===== src/rtl/mem_arbiter_pkg.sv =====
// Shared types and constants for the two-master memory bus arbiter.
// No logic of its own; imported by mem_arbiter.
// No flow control here.
package mem_arbiter_pkg;

    // Arbiter FSM encodings: idle, serving fetch, serving load/store.
    typedef enum logic [1:0] {
        ARB_IDLE = 2'b00,
        ARB_IF   = 2'b01,
        ARB_MEM  = 2'b10
    } arb_state_e;

    localparam logic        AVAIL    = 1'b1;
    localparam logic        UNAVAIL  = 1'b0;
    localparam logic [31:0] ZEROWORD = 32'h0000_0000;
    localparam logic [3:0]  SEL_ALL  = 4'hF;

    // Bus command captured at grant and held for the whole bus cycle.
    typedef struct packed {
        logic        we;
        logic [31:0] addr;
        logic [31:0] wdata;
        logic [3:0]  sel;
    } bus_cmd_t;

endpackage


===== src/rtl/mem_arbiter.sv =====
// Shares one memory bus port between instruction fetch and load/store, MEM first.
// Latency: command on bus 1 cycle after grant; ack same cycle as bus_ack; >=1 idle cycle between transfers.
// Backpressure: requesters hold req until their ack; stall_o is raised while any request is unanswered.
module mem_arbiter
    import mem_arbiter_pkg::*;
#(
    parameter int unsigned TIMEOUT = 255
) (
    input  logic        clk,
    input  logic        rst,
    input  logic        if_req,
    input  logic [31:0] if_addr,
    output logic [31:0] if_rdata,
    output logic        if_ack,
    output logic        if_err,
    input  logic        mem_req,
    input  logic        mem_we,
    input  logic [31:0] mem_addr,
    input  logic [31:0] mem_wdata,
    input  logic [3:0]  mem_sel,
    output logic [31:0] mem_rdata,
    output logic        mem_ack,
    output logic        mem_err,
    output logic        bus_req,
    output logic        bus_we,
    output logic [31:0] bus_addr,
    output logic [31:0] bus_wdata,
    output logic [3:0]  bus_sel,
    input  logic [31:0] bus_rdata,
    input  logic        bus_ack,
    output logic        stall_o
);

    // Counter value seen in the last bus cycle before giving up.
    localparam logic [7:0] TO_LAST = 8'(TIMEOUT - 1);

    arb_state_e state_q, state_d;
    logic [7:0] cnt_q, cnt_d;
    bus_cmd_t   cmd_q, cmd_d;
    logic       bus_req_q, bus_req_d;
    logic       timed_out;

    // A timeout only counts when the slave did not answer in that same cycle.
    assign timed_out = (cnt_q == TO_LAST) && !bus_ack;

    // State, timeout counter and registered bus command.
    always_ff @(posedge clk or negedge rst) begin
        if (!rst) begin
            state_q   <= ARB_IDLE;
            cnt_q     <= 8'd0;
            cmd_q     <= '0;
            bus_req_q <= UNAVAIL;
        end else begin
            state_q   <= state_d;
            cnt_q     <= cnt_d;
            cmd_q     <= cmd_d;
            bus_req_q <= bus_req_d;
        end
    end

    // Grant decision, completion/timeout detection and requester responses.
    always_comb begin
        state_d   = state_q;
        cnt_d     = cnt_q;
        cmd_d     = cmd_q;
        bus_req_d = bus_req_q;
        if_ack    = UNAVAIL;
        if_err    = UNAVAIL;
        if_rdata  = ZEROWORD;
        mem_ack   = UNAVAIL;
        mem_err   = UNAVAIL;
        mem_rdata = ZEROWORD;

        case (state_q)
            ARB_IDLE: begin
                // Stray bus_ack is ignored here; MEM is the older instruction so it wins.
                if (mem_req) begin
                    cmd_d     = '{we: mem_we, addr: mem_addr, wdata: mem_wdata, sel: mem_sel};
                    cnt_d     = 8'd0;
                    bus_req_d = AVAIL;
                    state_d   = ARB_MEM;
                end else if (if_req) begin
                    cmd_d     = '{we: 1'b0, addr: if_addr, wdata: ZEROWORD, sel: SEL_ALL};
                    cnt_d     = 8'd0;
                    bus_req_d = AVAIL;
                    state_d   = ARB_IF;
                end
            end
            ARB_IF: begin
                if (bus_ack || timed_out) begin
                    if_ack    = AVAIL;
                    if_err    = timed_out;
                    if_rdata  = bus_ack ? bus_rdata : ZEROWORD;
                    bus_req_d = UNAVAIL;
                    state_d   = ARB_IDLE;
                end else begin
                    cnt_d = cnt_q + 8'd1;
                end
            end
            ARB_MEM: begin
                if (bus_ack || timed_out) begin
                    mem_ack   = AVAIL;
                    mem_err   = timed_out;
                    mem_rdata = bus_ack ? bus_rdata : ZEROWORD;
                    bus_req_d = UNAVAIL;
                    state_d   = ARB_IDLE;
                end else begin
                    cnt_d = cnt_q + 8'd1;
                end
            end
            default: begin
                bus_req_d = UNAVAIL;
                state_d   = ARB_IDLE;
            end
        endcase
    end

    assign bus_req   = bus_req_q;
    assign bus_we    = cmd_q.we;
    assign bus_addr  = cmd_q.addr;
    assign bus_wdata = cmd_q.wdata;
    assign bus_sel   = cmd_q.sel;

    assign stall_o = (if_req & ~if_ack) | (mem_req & ~mem_ack);

endmodule

===== config.mk =====
export PLATFORM = sky130hd
export DESIGN_NAME = mem_arbiter
export DESIGN_NICKNAME = d
export VERILOG_FILES = /design/src/rtl/mem_arbiter_pkg.sv /design/src/rtl/mem_arbiter.sv
export SDC_FILE = /design/constraint.sdc
export NUM_CORES = 1
export LEC_CHECK = 0
export BUFFER_PORTS_ARGS = -buffer_cell sky130_fd_sc_hd__buf_2
export CORE_AREA = 4 4 121 123
export DETAILED_ROUTE_END_ITERATION = 16
export DIE_AREA = 0 0 125 127
export PLACE_DENSITY = 0.6
export SLEW_MARGIN = 20
export SYNTH_ARGS = -nofsm -noshare
export SYNTH_HDL_FRONTEND = slang
export SYNTH_SLANG_ARGS = --single-unit

===== constraint.sdc =====
create_clock -name clk -period 3 [get_ports clk]
set_clock_uncertainty 0.2 [all_clocks]
set_input_delay 0 -clock clk [delete_from_list [all_inputs] [get_ports clk]]
set_output_delay 0 -clock clk [all_outputs]
set_load 0.01 [all_outputs]

# Yosys cells after proc, flatten, opt, wreduce, memory -nomap -nowiden
# Cells that the tools add are included.
totals:
  input_bits: 138
  ff_bits: 80
  word_cells: 53
op_classes:
  n_bitwise: 5
  addsub: 1
  muxes: 24
  n_eq_ne: 6
  reduce_logical: 10
ops:
  columns: ["op", "count"]
  rows:
  - ["two-way mux 69 bit", 2]
  - ["two-way mux 32 bit", 4]
  - ["two-way mux 8 bit", 3]
  - ["one-hot mux 8 bit (2 select lines)", 1]
  - ["two-way mux 1 bit", 9]
  - ["adder 8 x 1 -> 8 bit (second input constant)", 1]
  - ["== test 8 bit (second input constant)", 1]
  - ["two-way mux 2 bit", 3]
  - ["one-hot mux 2 bit (2 select lines)", 1]
  - ["AND reduction 2 bit", 2]
  - ["nonzero test 2 bit", 2]
  - ["!= test 3 bit (second input constant)", 1]
  - ["AND reduction 3 bit", 1]
  - ["bitwise AND 1 bit", 2]
  - ["== test 2 x 1 -> 1 bit (second input constant)", 1]
  - ["== test 2 bit (second input constant)", 1]
  - ["logical NOT 2 bit", 1]
  - ["!= test 2 x 1 -> 1 bit (second input constant)", 1]
  - ["!= test 2 bit (second input constant)", 1]
  - ["NOT 1 bit", 2]
  - ["one-hot mux 1 bit (2 select lines)", 1]
  - ["OR reduction 2 bit", 1]
  - ["logical AND 1 bit", 1]
  - ["logical NOT 1 bit", 1]
  - ["2 further kinds", 2]

# Logic depth before layout (Yosys ltp)
depth:
  depth_word: 8
  mapped_depth: 7

# Least setup slack after synthesis
# No wires, ideal clock.
synth_path:
  path_type: "reg-to-reg"
  from: "register state_q[0]"
  to: "register bus_req_q (netlist: bus_req)"
  path_stages_with_launch: 6
  path_slack_ps: 1181
  arrival_ps: 1498
  setup_time_ps: 121
  required_ps: 2679
  cell_sequence: "dfrtp_1 > inv_1 > ha_1 > or3b_4 > and2_4 > a22o_1"
synth_lines:
  columns: ["element", "line_no", "text"]
  rows:
  - ["start: declaration", "mem_arbiter.sv:37", "arb_state_e state_q, state_d;"]
  - ["start signal: assignment", "mem_arbiter.sv:54", "state_q <= state_d;"]
  - ["== test 2 bit / == test 2 x 1 -> 1 bit (equally long branches)", "mem_arbiter.sv:74", "case (state_q)"]
  - ["OR reduction 2 bit (no source line)", null, null]
  - ["one-hot mux 1 bit (2 select lines) *", "mem_arbiter.sv:74", null]
  - ["net bus_req_d", "mem_arbiter.sv:40", "logic bus_req_q, bus_req_d;"]
  - ["end signal: assignment", "mem_arbiter.sv:57", "bus_req_q <= bus_req_d;"]
  - ["end: declaration", "mem_arbiter.sv:40", null]
# The timed path passes the listed nets; every way through them passes the cells marked *.
# A chain may end at the register's enable or synchronous reset.

# Worst setup path after layout
layout_path:
  from: "register state_q[0]"
  to: "output port stall_o"
layout_between:
  elab_chain_cells: 5
layout_rtl:
  columns: ["element", "line_no", "text"]
  rows:
  - ["== test 2 x 1 -> 1 bit / == test 2 bit (equally long branches)", "mem_arbiter.sv:74", null]
  - ["two-way mux 1 bit", "mem_arbiter.sv:74", null]
  - ["NOT 1 bit", "mem_arbiter.sv:124", "assign stall_o = (if_req & ~if_ack) | (mem_req & ~mem_ack);"]
  - ["bitwise AND 1 bit", "mem_arbiter.sv:124", null]
  - ["bitwise OR 1 bit *", "mem_arbiter.sv:124", null]
  - ["end: declaration", "mem_arbiter.sv:31", "output logic stall_o"]
# Mark *: on every way between the ends. The rest lies on a longest branch, timed or not.

==> results summary <==
Summing the areas of all xor and xnor instances in the mapped netlist gives 0% of the synthesized area. Leaving out fill and tap cells, the most frequent cells in the layout are 275 x sky130_fd_sc_hd__buf_2, 103 x sky130_fd_sc_hd__dlygate4sd3_1, 80 x sky130_fd_sc_hd__dfrtp_1. The first-pass GRT wire length is around 22000 microns. CTS saw 80 sinks. The count of nets left with antenna violations once routing finished came out at 0.

The ratio of cells with drive above 1 in the final layout is approximately two fifths. TritonCTS built the clock tree. Setup repair after global routing left no endpoint under its margin. The remaining design rule violation count is 0. The simple logic cell fraction of the synthesized area is 18.5%. By area, the combinational part of the netlist is dominated by simple AND/OR/NAND/NOR gates.

The deepest level of the CTS H-tree came out at 3. The async set or reset register ratio after synthesis came out at 100%. The first detailed-routing pass took 4 iterations.

The worst reg-to-reg setup slack came out at around 0.9 ns. The headroom to the max-slew limit is 41.0%. The most used flip-flop cell after synthesis is sky130_fd_sc_hd__dfrtp_1.

The number of cells in the design after placement is a little over 800. Dividing the detail-routed wire length by the instance count gives 15.0 microns. Of all nets on the critical path, the largest fanout is 34. The number of endpoints failing setup at the final stage came out at 0.

The proportion of synthesized area in mux cells is 8.57%. The CTS root buffer is sky130_fd_sc_hd__clkbuf_16. The via density per instance came out at ~4.7.

For this run, the top clock speed supported by timing is between 400 and 500 MHz. The compound-gate portion of the synthesized area is between 10% and 20%. After layout, the worst path uses roughly three quarters of the clock period. After synthesis the netlist holds a flip-flop and latch count of 80. The leading cell type in the layout, fill and taps excluded is sky130_fd_sc_hd__buf_2. The floorplan step set the die height to 127 microns. The antenna cell count is 0. The layout-stage area growth over the synthesis result came out at 72.4%. The wire length after detailed routing is approximately 14000 microns. Fill cells in the final layout number 1229. Detailed routing inserted a total of about 4400 vias. Clock-pin slew was measured on the worst setup and hold paths at approximately 0.060 ns.

The worst hold path class is primary input to flop. The total count of hold-check failures in the final report came out at 0. The initial standard-cell utilization of the core came out at between 20 and 30%. STA classifies the critical path startpoint as a flop. The post-route worst setup slack came out at around 0.75 ns. The number of warning messages in the yosys log is 0. STA classifies the critical path endpoint as an output port. The max-slew violation total from the final report came out at 0.

At the end of the flow, the number of nets in the layout was roughly 890. In this run, the number of DRC markers left after iteration 0 of detailed routing was ~240. The via count of the first global-routing pass came out at 4469. The setup total negative slack came out at 0 ns. The total leakage power is between 3 and 4 nW. The measured slew at the worst slew-check pin came out at between 0.8 and 0.9 ns. The number of top-level design ports came out at approximately 280. The region available for standard cell placement spans 13700 sq um. The number of rows created at floorplan came out at 43. In this run the tool buffered the top-level ports with ~280 buffer cells. The power per standard cell area is about 800 nW/um^2.

The maximum vdd ir drop is about 0.41 mV. The later-pin clock latency in the skew report came out at approximately 0.33 ns. The worst hold slack is around 0.034 ns. The number of clock buffers added by TritonCTS is 9.

The number of flops mapped to enable cells by yosys is 0. The tool flagged a number of max-cap violations equal to 0. The area of the die came out at about 16000 sq um. The post-place setup slack came out at ~0.94 ns. The weighted congestion at the end of routability-driven global placement is approximately 0.85.

The combined area of all synthesized cells came out at a little under 4000 sq um. The half-perimeter wire length of the detailed placement result is about 9400 microns. The classification of the worst setup path is flop to output port. The overall power after layout is about 5.5 mW. Yosys mapped the design onto 38 distinct sky130hd cell types.

After global routing the overflow that remains totals 0. The die width came out at between 100 and 150 microns. Data arrives at the worst endpoint at just over 2 ns. The maximum clock insertion buffer count came out at 2. The required time of the worst setup path is around 2.8 ns. The clock period could shrink to between 2 and 2.5 ns.

The sequential fraction of the synthesis area is about half. The flow ran to the end, and the final reports show no timing, DRC or antenna violations. A synthesized cell averages between 10 and 15 sq um. After technology mapping, the gate count stands at about 380.

The arithmetic-cell share of the synthesized area counting full adders, half adders and majority gates came out at around 1.6%. The number of nets in the synthesized netlist is approximately 530. Excluding fillers, the count of instances in the completed layout stands at 930. In the global route stage, overall resource usage came out at between 15 and 20%. Entering global routing, the biggest net connects between 80 and 90 pins. The initial antenna violation count came out at 0.
[synthesized netlist by cell type (4+ instances only)]
library cell,count,area [sq um]
sky130_fd_sc_hd__buf_2,13,65.1
sky130_fd_sc_hd__clkbuf_1,20,75.1
sky130_fd_sc_hd__dfrtp_1,80,2000
sky130_fd_sc_hd__inv_1,6,22.5
sky130_fd_sc_hd__a21oi_1,4,20.0
sky130_fd_sc_hd__ha_1,5,62.6
sky130_fd_sc_hd__and3_1,66,413
sky130_fd_sc_hd__a22o_1,35,307
sky130_fd_sc_hd__mux2i_1,34,340
sky130_fd_sc_hd__nand3_1,6,30.0
sky130_fd_sc_hd__nand2_1,40,150
sky130_fd_sc_hd__o22a_1,4,35.0
sky130_fd_sc_hd__o21ai_0,33,165
[cell type report]
type	count	area [sq um]	area share [%]
flip-flops and latches	80	2000	29.2
inverters	6	22.5	0.329
clock buffers	11	253	3.69
well taps	180	225	3.29
clock inverters	5	63.8	0.932
multi-input cells	264	1800	26.3
repair buffers	384	2480	36.2
[critical path: stages, from the launching register on]
cell	delay [ns]
sky130_fd_sc_hd__dfrtp_1	0.40
sky130_fd_sc_hd__inv_1	0.09
sky130_fd_sc_hd__ha_1	0.74
sky130_fd_sc_hd__and2_1	0.27
sky130_fd_sc_hd__o22ai_1	0.08
sky130_fd_sc_hd__buf_2	0.14
[path summary, 6_finish.rpt]
| check | end | cells past startpoint | startpoint |
|---|---|---|---|
| setup / recovery | stall_o | 5 | state_q[0]$_DFFE_PN0P_ |
| hold / removal | bus_addr[4]$_DFFE_PN0P_ | 4 | mem_req |
| setup reg to reg | bus_addr[29]$_DFFE_PN0P_ | 5 | state_q[0]$_DFFE_PN0P_ |
| hold reg to reg | bus_addr[22]$_DFFE_PN0P_ | 2 | bus_addr[22]$_DFFE_PN0P_ |
| max in group asynchronous | bus_wdata[2]$_DFFE_PN0P_ | 2 | rst |
| min in group asynchronous | bus_addr[26]$_DFFE_PN0P_ | 2 | rst |
[power by group]
part	internal (mW)	switching (mW)	total (mW)
Sequential	1.56	0.291	1.85
Combinational	1.10	1.37	2.47
Clock	0.696	0.444	1.14
[cells by family (layout without fill, tap and decap cells)]
group / after synthesis / count (layout)
buffers and inverters: 40 / 406
adders and majority gates: 5 / 5
DFF: 80 / 80
muxes: 34 / 34
and+or+nand+nor: 131 / 131
AOI/OAI and AO/OA: 94 / 94
[routing by layer]
metal,vias to the layer above,wire [microns],track usage (%)
met2,201,7070,30.1
met5,-,0,0
met1,2034,5360,19.2
met4,0,290,5.36
met3,23,1190,5.10
li1,2123,-,-
[state kept, by name (all words and copies together) (netlist names)]
register / flops
bus_addr: 32
bus_wdata: 32
cnt_q: 8
bus_sel: 4
state_q: 2
bus_req: 1
bus_we: 1
[repair_timing]
item / 4_1_cts / 5_1_grt
endpoints found under the hold margin: 150 / 0
hold buffers: 103 / 0
gates resized for setup: 0 / 0
buffers inserted: 0 / 0
[per-stage QoR]
step | instance area [sq um] | util (%)
after detailed placement | 5490 | 40.2
after global routing | 6850 | 50.1
final | 6850 | 50.1
after global placement | 5470 | 40.0
after CTS | 6840 | 50.1
after floorplan | 3970 | -
(Power assumes the default switching activity.)
